File: src/rtl/alu_control_md.sv
// alu_control_md: EX-stage ALU select decode plus an iterative
// multiply/divide sequencer owning the HI/LO registers.
module alu_control_md #(
   parameter int unsigned WIDTH = 32,
   parameter int unsigned CNT_W = 6
) (
   input  logic             clk,
   input  logic             rst_n,
   input  logic [2:0]       ALU_Op,
   input  logic [5:0]       Funct,
   input  logic             Valid,
   input  logic [WIDTH-1:0] Rs_Data,
   input  logic [WIDTH-1:0] Rt_Data,
   output logic [3:0]       ALU_Sel,
   output logic             Stall,
   output logic             Md_Busy,
   output logic [WIDTH-1:0] Md_Data,
   output logic             Md_Read
);

   typedef enum logic [1:0] {ST_IDLE, ST_BUSY, ST_FIX} state_e;

   state_e             state_q;
   logic [CNT_W-1:0]   cnt_q;
   logic [WIDTH-1:0]   hi_q, lo_q;
   logic [WIDTH-1:0]   opb_q;       // multiplicand or divisor magnitude
   logic [2*WIDTH-1:0] acc_q;       // {upper, lower} working register
   logic               op_div_q, neg_res_q, neg_rem_q, div0_q;

   logic               is_special, md_start, rd_hi, rd_lo, wr_hi, wr_lo, issue;
   logic               a_neg, b_neg;
   logic [WIDTH-1:0]   mag_a, mag_b;
   logic [WIDTH:0]     mul_add;
   logic [WIDTH:0]     div_rem_sh;
   logic               div_ge;
   logic [WIDTH-1:0]   div_rem_new;
   logic [2*WIDTH-1:0] acc_d;
   logic [2*WIDTH-1:0] prod_fix;
   logic [WIDTH-1:0]   quo_fix, rem_fix;

   // ALU operation select from op class and funct
   always_comb begin
      ALU_Sel = 4'h0;
      case (ALU_Op)
         3'b000:  ALU_Sel = 4'h0;
         3'b001:  ALU_Sel = 4'h1;
         3'b011:  ALU_Sel = 4'h0;
         3'b100:  ALU_Sel = 4'h6;
         3'b101:  ALU_Sel = 4'h2;
         3'b110:  ALU_Sel = 4'h3;
         3'b111:  ALU_Sel = 4'h4;
         3'b010: begin
            case (Funct)
               6'h20, 6'h21: ALU_Sel = 4'h0;
               6'h22, 6'h23: ALU_Sel = 4'h1;
               6'h24:        ALU_Sel = 4'h2;
               6'h25:        ALU_Sel = 4'h3;
               6'h26:        ALU_Sel = 4'h4;
               6'h27:        ALU_Sel = 4'h5;
               6'h2A:        ALU_Sel = 4'h6;
               6'h2B:        ALU_Sel = 4'h7;
               6'h00:        ALU_Sel = 4'h8;
               6'h02:        ALU_Sel = 4'h9;
               6'h03:        ALU_Sel = 4'hA;
               default:      ALU_Sel = 4'h0;
            endcase
         end
         default: ALU_Sel = 4'h0;
      endcase
   end

   // md instruction classification, issue and pipeline handshake outputs
   always_comb begin
      is_special = (ALU_Op == 3'b010);
      md_start   = is_special && (Funct == 6'h18 || Funct == 6'h19 ||
                                  Funct == 6'h1A || Funct == 6'h1B);
      rd_hi      = is_special && (Funct == 6'h10);
      rd_lo      = is_special && (Funct == 6'h12);
      wr_hi      = is_special && (Funct == 6'h11);
      wr_lo      = is_special && (Funct == 6'h13);
      issue      = Valid && md_start && (state_q == ST_IDLE) && rst_n;
      Stall      = issue || (state_q == ST_BUSY);
      Md_Busy    = (state_q != ST_IDLE);
      Md_Read    = Valid && (rd_hi || rd_lo) && (state_q == ST_IDLE) && rst_n;
      Md_Data    = rd_hi ? hi_q : (rd_lo ? lo_q : '0);
   end

   // operand magnitudes; Funct[0] clear marks the signed variants
   always_comb begin
      a_neg = !Funct[0] && Rs_Data[WIDTH-1];
      b_neg = !Funct[0] && Rt_Data[WIDTH-1];
      mag_a = a_neg ? -Rs_Data : Rs_Data;
      mag_b = b_neg ? -Rt_Data : Rt_Data;
   end

   // one shift-add or restoring-divide step, plus final sign correction
   always_comb begin
      mul_add     = {1'b0, acc_q[2*WIDTH-1:WIDTH]} + (acc_q[0] ? {1'b0, opb_q} : '0);
      div_rem_sh  = acc_q[2*WIDTH-1:WIDTH-1];
      div_ge      = (div_rem_sh >= {1'b0, opb_q});
      // result is below the divisor when subtracting, so WIDTH bits suffice
      div_rem_new = div_ge ? (div_rem_sh[WIDTH-1:0] - opb_q) : div_rem_sh[WIDTH-1:0];
      acc_d       = op_div_q ? {div_rem_new, acc_q[WIDTH-2:0], div_ge}
                             : {mul_add, acc_q[WIDTH-1:1]};
      prod_fix    = neg_res_q ? -acc_q : acc_q;
      // with a zero divisor the remainder ends up equal to |dividend|,
      // so re-applying the dividend sign restores the raw Rs value
      rem_fix     = neg_rem_q ? -acc_q[2*WIDTH-1:WIDTH] : acc_q[2*WIDTH-1:WIDTH];
      quo_fix     = div0_q ? '1 : (neg_res_q ? -acc_q[WIDTH-1:0] : acc_q[WIDTH-1:0]);
   end

   // sequencer FSM, operand registers and HI/LO
   always_ff @(posedge clk or negedge rst_n) begin
      if (!rst_n) begin
         state_q   <= ST_IDLE;
         cnt_q     <= '0;
         hi_q      <= '0;
         lo_q      <= '0;
         opb_q     <= '0;
         acc_q     <= '0;
         op_div_q  <= 1'b0;
         neg_res_q <= 1'b0;
         neg_rem_q <= 1'b0;
         div0_q    <= 1'b0;
      end else begin
         case (state_q)
            ST_IDLE: begin
               if (issue) begin
                  op_div_q  <= Funct[1];
                  neg_res_q <= a_neg ^ b_neg;
                  neg_rem_q <= a_neg;
                  div0_q    <= Funct[1] && (Rt_Data == '0);
                  opb_q     <= Funct[1] ? mag_b : mag_a;
                  acc_q     <= {{WIDTH{1'b0}}, (Funct[1] ? mag_a : mag_b)};
                  cnt_q     <= '0;
                  state_q   <= ST_BUSY;
               end else if (Valid && wr_hi) begin
                  hi_q <= Rs_Data;
               end else if (Valid && wr_lo) begin
                  lo_q <= Rs_Data;
               end
            end
            ST_BUSY: begin
               acc_q <= acc_d;
               if (cnt_q == CNT_W'(WIDTH - 1)) begin
                  state_q <= ST_FIX;
               end else begin
                  cnt_q <= cnt_q + CNT_W'(1);
               end
            end
            ST_FIX: begin
               if (op_div_q) begin
                  hi_q <= rem_fix;
                  lo_q <= quo_fix;
               end else begin
                  hi_q <= prod_fix[2*WIDTH-1:WIDTH];
                  lo_q <= prod_fix[WIDTH-1:0];
               end
               state_q <= ST_IDLE;
            end
            default: state_q <= ST_IDLE;
         endcase
      end
   end

endmodule

File: config.mk
export PLATFORM = sky130hd
export DESIGN_NAME = alu_control_md
export DESIGN_NICKNAME = d
export VERILOG_FILES = /design/src/rtl/alu_control_md.sv
export SDC_FILE = /design/constraint.sdc
export NUM_CORES = 1
export LEC_CHECK = 0
export CAP_MARGIN = 20
export CORE_UTILIZATION = 58
export CTS_CLUSTER_DIAMETER = 150
export CTS_CLUSTER_SIZE = 40
export DETAILED_ROUTE_END_ITERATION = 8
export PLACE_DENSITY = 0.79
export SLEW_MARGIN = 15
export SYNTH_ARGS = -nofsm -noshare
export SYNTH_HDL_FRONTEND = slang
export SYNTH_SLANG_ARGS = --single-unit
File: constraint.sdc
create_clock -name clk -period 4.65 [get_ports clk]
set_input_delay 0.465 -clock clk [delete_from_list [all_inputs] [get_ports clk]]
set_output_delay 0.465 -clock clk [all_outputs]
set_load 0.02 [all_outputs]
==> flow_summary.yaml, run 1 <==
cts:
  clockBufferDepth: 2
  cts.sinks: 172
  cts_inserted_buffers: 17
  post_cts_buffers: 0
  cts_tree: "yes"
  path_clk_slew_ns: 0.09
  clk_latency_ns: 0.45
  clock_tree.root_cell: "clkbuf_16"
  cts-htree-levels: 4
run_status:
  status: "complete, but fails checks"
  failed_checks: "DRC"
global_routing:
  met3_usage: 0.102
  grt_usage: 0.419
  met2_usage: 0.609
  antenna_found_initial: 0
  grt_pass1_vias: 15300
  grt_max_degree: 108
  grt_busiest_layer: "met2"
  gr-total-overflow: 0
  grt_pass1_wl_microns: 89200
  met1_usage: 0.591
synth:
  yosysTopAreaCell: "dfrtp_1"
  synth_edf_count: 0
  yosys.area_share.simple: 0.210
  synth_xor_area_frac: 0.0942
  async_flop_share: 1.00
  synth_area_sq_um: 15600
  synthMuxAreaShare: 0.0503
  synth-warning-count: 0
  postSynthAreaPerCell_sq_um: 7.60
  ys.flop_type: "dfrtp_1"
  synth_cell_types: 80
  synth_area_leaders: "dfrtp_1 (28%), o21ai_0 (6.1%), nor2_1 (5.6%)"
  synth-compound-area-share: 0.264
  netlist.area_leader.share: 0.276
  ys_seq_area_frac: 0.276
  synth_top_family_by_area: "compound AO/OA/AOI/OAI gates"
  synth_nets: 2202
  synthAdderAreaFrac: 0.0578
  syn_inst: 2055
  ys_ff_latch: 172
sta:
  maxSlewHeadroom: 0.277
  final.setup_skew_ns: 0.0211
  hold_viol: 0
  rsz0062_at_grt: "no"
  clock.fmax_mhz: 253
  worst_pin_slew_ns: 1.08
  setup_violations: 0
  holdWs_ns: 0.463
  period_minus_slack_ns: 3.95
  fin_crit_sh: 0.849
  setup_tns_ns: 0
  slew_violations: 0
setup_path:
  path_buf_inv: 2
  start_kind: "flip-flop"
  worst_path_max_delay_cell: "o21ai_0"
  r2r_slack_ns: 0.70
  cp_max_fo: 8
  r2r_start: "acc_q[0]"
  cp.required_ns: 5.03
  worst-setup-path-type: "reg2reg"
  rr_worst_depth: 14
  cp-end-kind: "flip-flop"
  critPathMaxStageDelay_ns: 0.53
  path_delay_family: "compound AO/OA/AOI/OAI gates"
  worstPathArrival_ns: 4.33
  crit_top_cell: "o21ai_0"
  cp_cell_sequence: "and2_1, ha_1, inv_1, fa_1, nand2b_1, a21oi_1, o41a_1, o21ai_0, buf_4, o21ai_0, a41oi_1, a21boi_0, mux2_2, o21ai_0"
  crit-reg2reg-capture: "acc_q[61]"
floorplanning:
  die_w_microns: 166
  ios: 115
  die_area_sq_um: 27600
  start_util: 0.596
  die_y_microns: 166
  core_sq_um: 26200
  num_rows: 59
detailed_routing:
  dr.pass1.iters: 9
  via_per_inst: 6.75
  vias: 16600
  ant_nets: 0
  drc: 13
  avgRoutedWirePerCell_microns: 23.8
  wl_microns: 58500
  first_iter_violations: 2235
place:
  dp_hpwl_microns: 44200
  io_buffer_count: 114
  gp_congestion: 1.04
cells_and_area:
  drive_gt1_frac: 0.0538
  fin_nets: 2252
  antenna_cells: 0
  area_growth_pct: 13.6
power:
  power_density_nw_per_um2: 546
  cellLeakagePower_uw: 0.00748
  ir_worst_vdd_v: 0.000342
hold_path:
  hold_class: "in2async"
run:
  maxCapViolCount: 0
==> cells in the final DEF, fill, tap and decap left out, types with 25 or more instances in the layout <==
cell type / n
dfrtp_1: 171
a21oi_1: 155
inv_1: 65
o21ai_0: 190
o22ai_1: 39
o211ai_1: 25
ha_1: 69
nor3_1: 56
buf_4: 52
clkdlybuf4s50_1: 112
nand3_1: 43
nor2_1: 234
nand2_1: 218
xor2_1: 73
or3_1: 27
a211oi_1: 51
a21o_1: 25
mux2i_1: 74
xnor2_1: 95
==> metrics by stage <==
stage                     std cells  area [sq um]  setup WS, ns  utilization  power (uW)
after CTS                      2453         17700         0.784        0.677        9430
after global placement         2420         17100         0.919        0.652        7770
after global routing           2453         17700         0.456        0.677       10200
final                          2453         17700         0.701        0.677        9680
after detailed placement       2420         17100         0.790        0.652        7850
after floorplan                2055         15600          1.32            -        6050
==> worst max-delay path by stage <==
stage | depth (start not counted) | slack (ns) | startpoint | end
after floorplan | 13 | 1.32 | acc_q[0] | acc_q[61]
after global placement | 14 | 0.92 | acc_q[0] | acc_q[61]
after detailed placement | 14 | 0.79 | acc_q[0] | acc_q[61]
after CTS | 14 | 0.78 | acc_q[0] | acc_q[61]
after global routing | 14 | 0.46 | acc_q[0] | acc_q[61]
final | 14 | 0.70 | acc_q[0] | acc_q[61]
==> Yosys cell counts (22+ instances only) <==
cell      count
a211oi_1     51
a21o_1       25
a21oi_1     155
a31oi_1      22
clkbuf_1    123
dfrtp_1     172
ha_1         69
inv_1        65
mux2i_1      74
nand2_1     218
nand2b_1     22
nand3_1      43
nor2_1      234
nor3_1       57
o211ai_1     25
o21ai_0     190
o22ai_1      39
or3_1        27
xnor2_1      95
xor2_1       73
==> registers in the layout, summed over array words and instances, names as in the netlist <==
name and count:
lo_q 32, opb_q 32, neg_res_q 1, op_div_q 1, cnt_q 6, state_q 2, acc_q 64, hi_q 32
neg_rem_q 1, div0_q 1
==> power breakdown <==
part	total [uW]	leakage [uW]	switching, uW	internal, uW
combinational	5640	0.00509	3450	2190
clock	1580	0.000307	793	790
sequential	2460	0.00209	609	1850
total	9680	0.00748	4850	4830
==> layer usage <==
layer	vias up	part of all wire
met5	-	0
met4	0	0.045
li1	7568	-
met1	7812	0.41
met3	147	0.13
met2	1032	0.42
==> cell families (layout without fill, tap and decap cells) <==
family,Yosys count,in the layout
flops,172,172
buf+inv,200,263
simple gates,711,711
xor+xnor,168,168
compound gates,655,655
fa+ha+maj,71,71
mux,78,78
==> final cells by class <==
class                           count  area [sq um]
Timing Repair Buffer              166          1530
Tap cell                          335           419
Multi-Input combinational cell   1683         10600
Inverter                           65           244
Clock buffer                       17           425
Fill cell                        2277          8470
Clock inverter                     15           210
Sequential cell                   172          4310
==> repair_timing <==
| item | in CTS | in global routing |
|---|---|---|
| gates resized for setup | 0 | 0 |
| hold endpoints to repair | 20 | 0 |
| hold buffers | 1 | 0 |
| setup endpoints to repair | 0 | 0 |
Power figures use the tool's default switching activity.
==> inputs of run 2 (changes only) <==
--- a/config.mk
+++ b/config.mk
@@ -6,7 +6,7 @@
 export NUM_CORES = 1
 export LEC_CHECK = 0
 export CAP_MARGIN = 20
-export CORE_UTILIZATION = 58
+export CORE_UTILIZATION = 55
 export CTS_CLUSTER_DIAMETER = 150
 export CTS_CLUSTER_SIZE = 40
 export DETAILED_ROUTE_END_ITERATION = 8
==> constraint.sdc (replaced) <==
create_clock -name clk -period 3.6 [get_ports clk]
set_input_delay 0.36 -clock clk [delete_from_list [all_inputs] [get_ports clk]]
set_output_delay 0.36 -clock clk [all_outputs]
set_load 0.02 [all_outputs]
==> run 2 against run 1 <==
The flow now finishes without violations. Count of clock-buffer cells in the layout grew 1. Clock skew is 0.0029 ns lower. Critical path depth unchanged. Setup slack worse by 0.61 ns. Total power rose by 32%. Flip-flop and latch count unchanged. Sequential share of layout area is 0.65 points lower. Critical endpoint is now acc_q[60]. Largest power group unchanged. Highest routed layer unchanged.
==> flow_summary.yaml, run 2 (same netlist as run 1, synthesis figures left out) <==
run_status:
  status: "finished clean"
cts:
  cts_inserted_buffers: 17
  cts-htree-levels: 4
  cts_tree: "yes"
  clock_tree.root_cell: "clkbuf_16"
  cts.sinks: 172
  hold_buffers: 0
  path_clk_slew_ns: 0.09
  clk_latency_ns: 0.46
  clockBufferDepth: 2
sta:
  rsz0062_at_grt: "no"
  fin_crit_sh: 0.975
  clock.fmax_mhz: 285
  hold_viol: 0
  setup_violations: 0
  slew_violations: 0
  worst_pin_slew_ns: 1.15
  period_minus_slack_ns: 3.51
  maxSlewHeadroom: 0.228
  final.setup_skew_ns: 0.0182
  setup_tns_ns: 0
cells_and_area:
  fin_nets: 2310
  layout_common_cells: "nor2_1 (234), nand2_1 (218), o21ai_0 (189)"
  top_register: "acc_q"
  largest_reg_flops: 64
  design_area_sq_um: 18200
  area_growth_pct: 16.7
  drive_gt1_frac: 0.0813
  final_common_cell: "nor2_1"
  antenna_cells: 0
detailed_routing:
  wl_microns: 59900
  drc: 0
  first_iter_violations: 2143
  ant_nets: 0
  vias: 17000
  dr.pass1.iters: 6
  avgRoutedWirePerCell_microns: 23.5
  via_per_inst: 6.66
setup_path:
  worst-setup-path-type: "reg2reg"
  rr_worst_depth: 14
  path_buf_inv: 3
  r2r_start: "acc_q[0]"
  path_delay_family: "compound AO/OA/AOI/OAI gates"
  crit_top_cell: "o211ai_1"
  r2r_slack_ns: 0.09
  cp_num_cells: 14
  cp-end-kind: "flip-flop"
  cp.required_ns: 3.92
  start_kind: "flip-flop"
  crit-reg2reg-capture: "acc_q[60]"
  worst_path_max_delay_cell: "o211ai_1"
  critPathMaxStageDelay_ns: 0.50
  cp_max_fo: 7
  cp_cell_sequence: "inv_1, nor2_1, ha_1, buf_4, o211ai_1, o211ai_1, nand4_1, a21oi_1, o41ai_1, buf_4, o21ba_2, o22ai_1, mux2i_1, o211ai_1"
  worstPathArrival_ns: 3.82
floorplanning:
  die_area_sq_um: 29100
  ios: 115
  die_w_microns: 171
  die_y_microns: 171
  num_rows: 61
  start_util: 0.561
  core_sq_um: 27900
place:
  place_area_sq_um: 17600
  dp_hpwl_microns: 46100
  io_buffer_count: 114
  gp_congestion: 0.999
hold_path:
  hold_class: "in2async"
global_routing:
  antenna_found_initial: 0
  grt_pass1_vias: 15600
  grt_usage: 0.413
  grt_max_degree: 132
  grt_pass1_wl_microns: 90400
  gr-total-overflow: 0
power:
  power_density_nw_per_um2: 703
  ir_worst_vdd_v: 0.000607
  cellLeakagePower_uw: 0.00776
run:
  maxCapViolCount: 0
## run 2: cell types whose count changed in the layout (fill, tap and decap cells not counted), sizes merged
cell	before	now
inv	73	72
buf	53	112
clkbuf	17	18
bufinv	1	0
dlygate4sd3	1	0
clkinvlp	0	1
## run 2: power breakdown
| group | total [uW] | internal [uW] | switching [uW] | leakage (uW) |
|---|---|---|---|---|
| Clock | 1950 | 942 | 1010 | 0.000287 |
| Sequential | 3100 | 2390 | 706 | 0.00209 |
| Combinational | 7760 | 3060 | 4690 | 0.00538 |
| Total | 12800 | 6400 | 6410 | 0.00776 |
## run 2: how the worst max path moves through the flow
stage / startpoint / end
2_1_floorplan: acc_q[0] / acc_q[61]
3_3_place_gp: acc_q[32] / acc_q[61]
3_5_place_dp: acc_q[33] / acc_q[38]
4_1_cts: acc_q[33] / acc_q[38]
5_1_grt: opb_q[0] / acc_q[47]
6_report: acc_q[0] / acc_q[60]
## run 2: through the flow
| step | hold slack, ns | std cells | util | worst slack [ns] | power (uW) |
|---|---|---|---|---|---|
| CTS | 0.0533 | 2554 | 0.653 | 0.0841 | 12500 |
| detailed placement | 0.470 | 2522 | 0.632 | 0.101 | 10500 |
| global placement | 0.463 | 2522 | 0.632 | 0.246 | 10400 |
| finish | 0.0448 | 2554 | 0.654 | 0.0917 | 12800 |
| floorplan | 0.0644 | 2055 | - | 0.270 | 7810 |
| global route | 0.0804 | 2554 | 0.654 | 0.00824 | 13500 |
## run 2: final cells by class
cell class,instances,area [sq um]
clock buffer,18,429
clock inverter,14,169
fill,2403,9630
inverter,65,244
multi-input combinational,1683,10600
sequential,172,4310
tap,378,473
timing repair buffer,224,1980
## run 2: worst reg2reg max path, stage by stage (launching register included)
cell and delay, ns:
dfrtp_1 0.40, inv_1 0.20, nor2_1 0.08, ha_1 0.29, buf_4 0.12, o211ai_1 0.11
o211ai_1 0.50, nand4_1 0.24, a21oi_1 0.41, o41ai_1 0.14, buf_4 0.18, o21ba_2 0.20
o22ai_1 0.17, mux2i_1 0.22, o211ai_1 0.11
## run 2: metal layers
| layer | share of wire | global-route usage | wire, microns |
|---|---|---|---|
| met5 | 0 | 0 | 0 |
| met2 | 0.41 | 0.594 | 24700 |
| met1 | 0.41 | 0.567 | 24500 |
| met4 | 0.052 | 0.210 | 3140 |
| met3 | 0.13 | 0.112 | 7560 |
## run 2: what timing repair did
item	CTS	global route
resized for setup	0	7
setup endpoints to repair	0	10
setup buffers	0	0
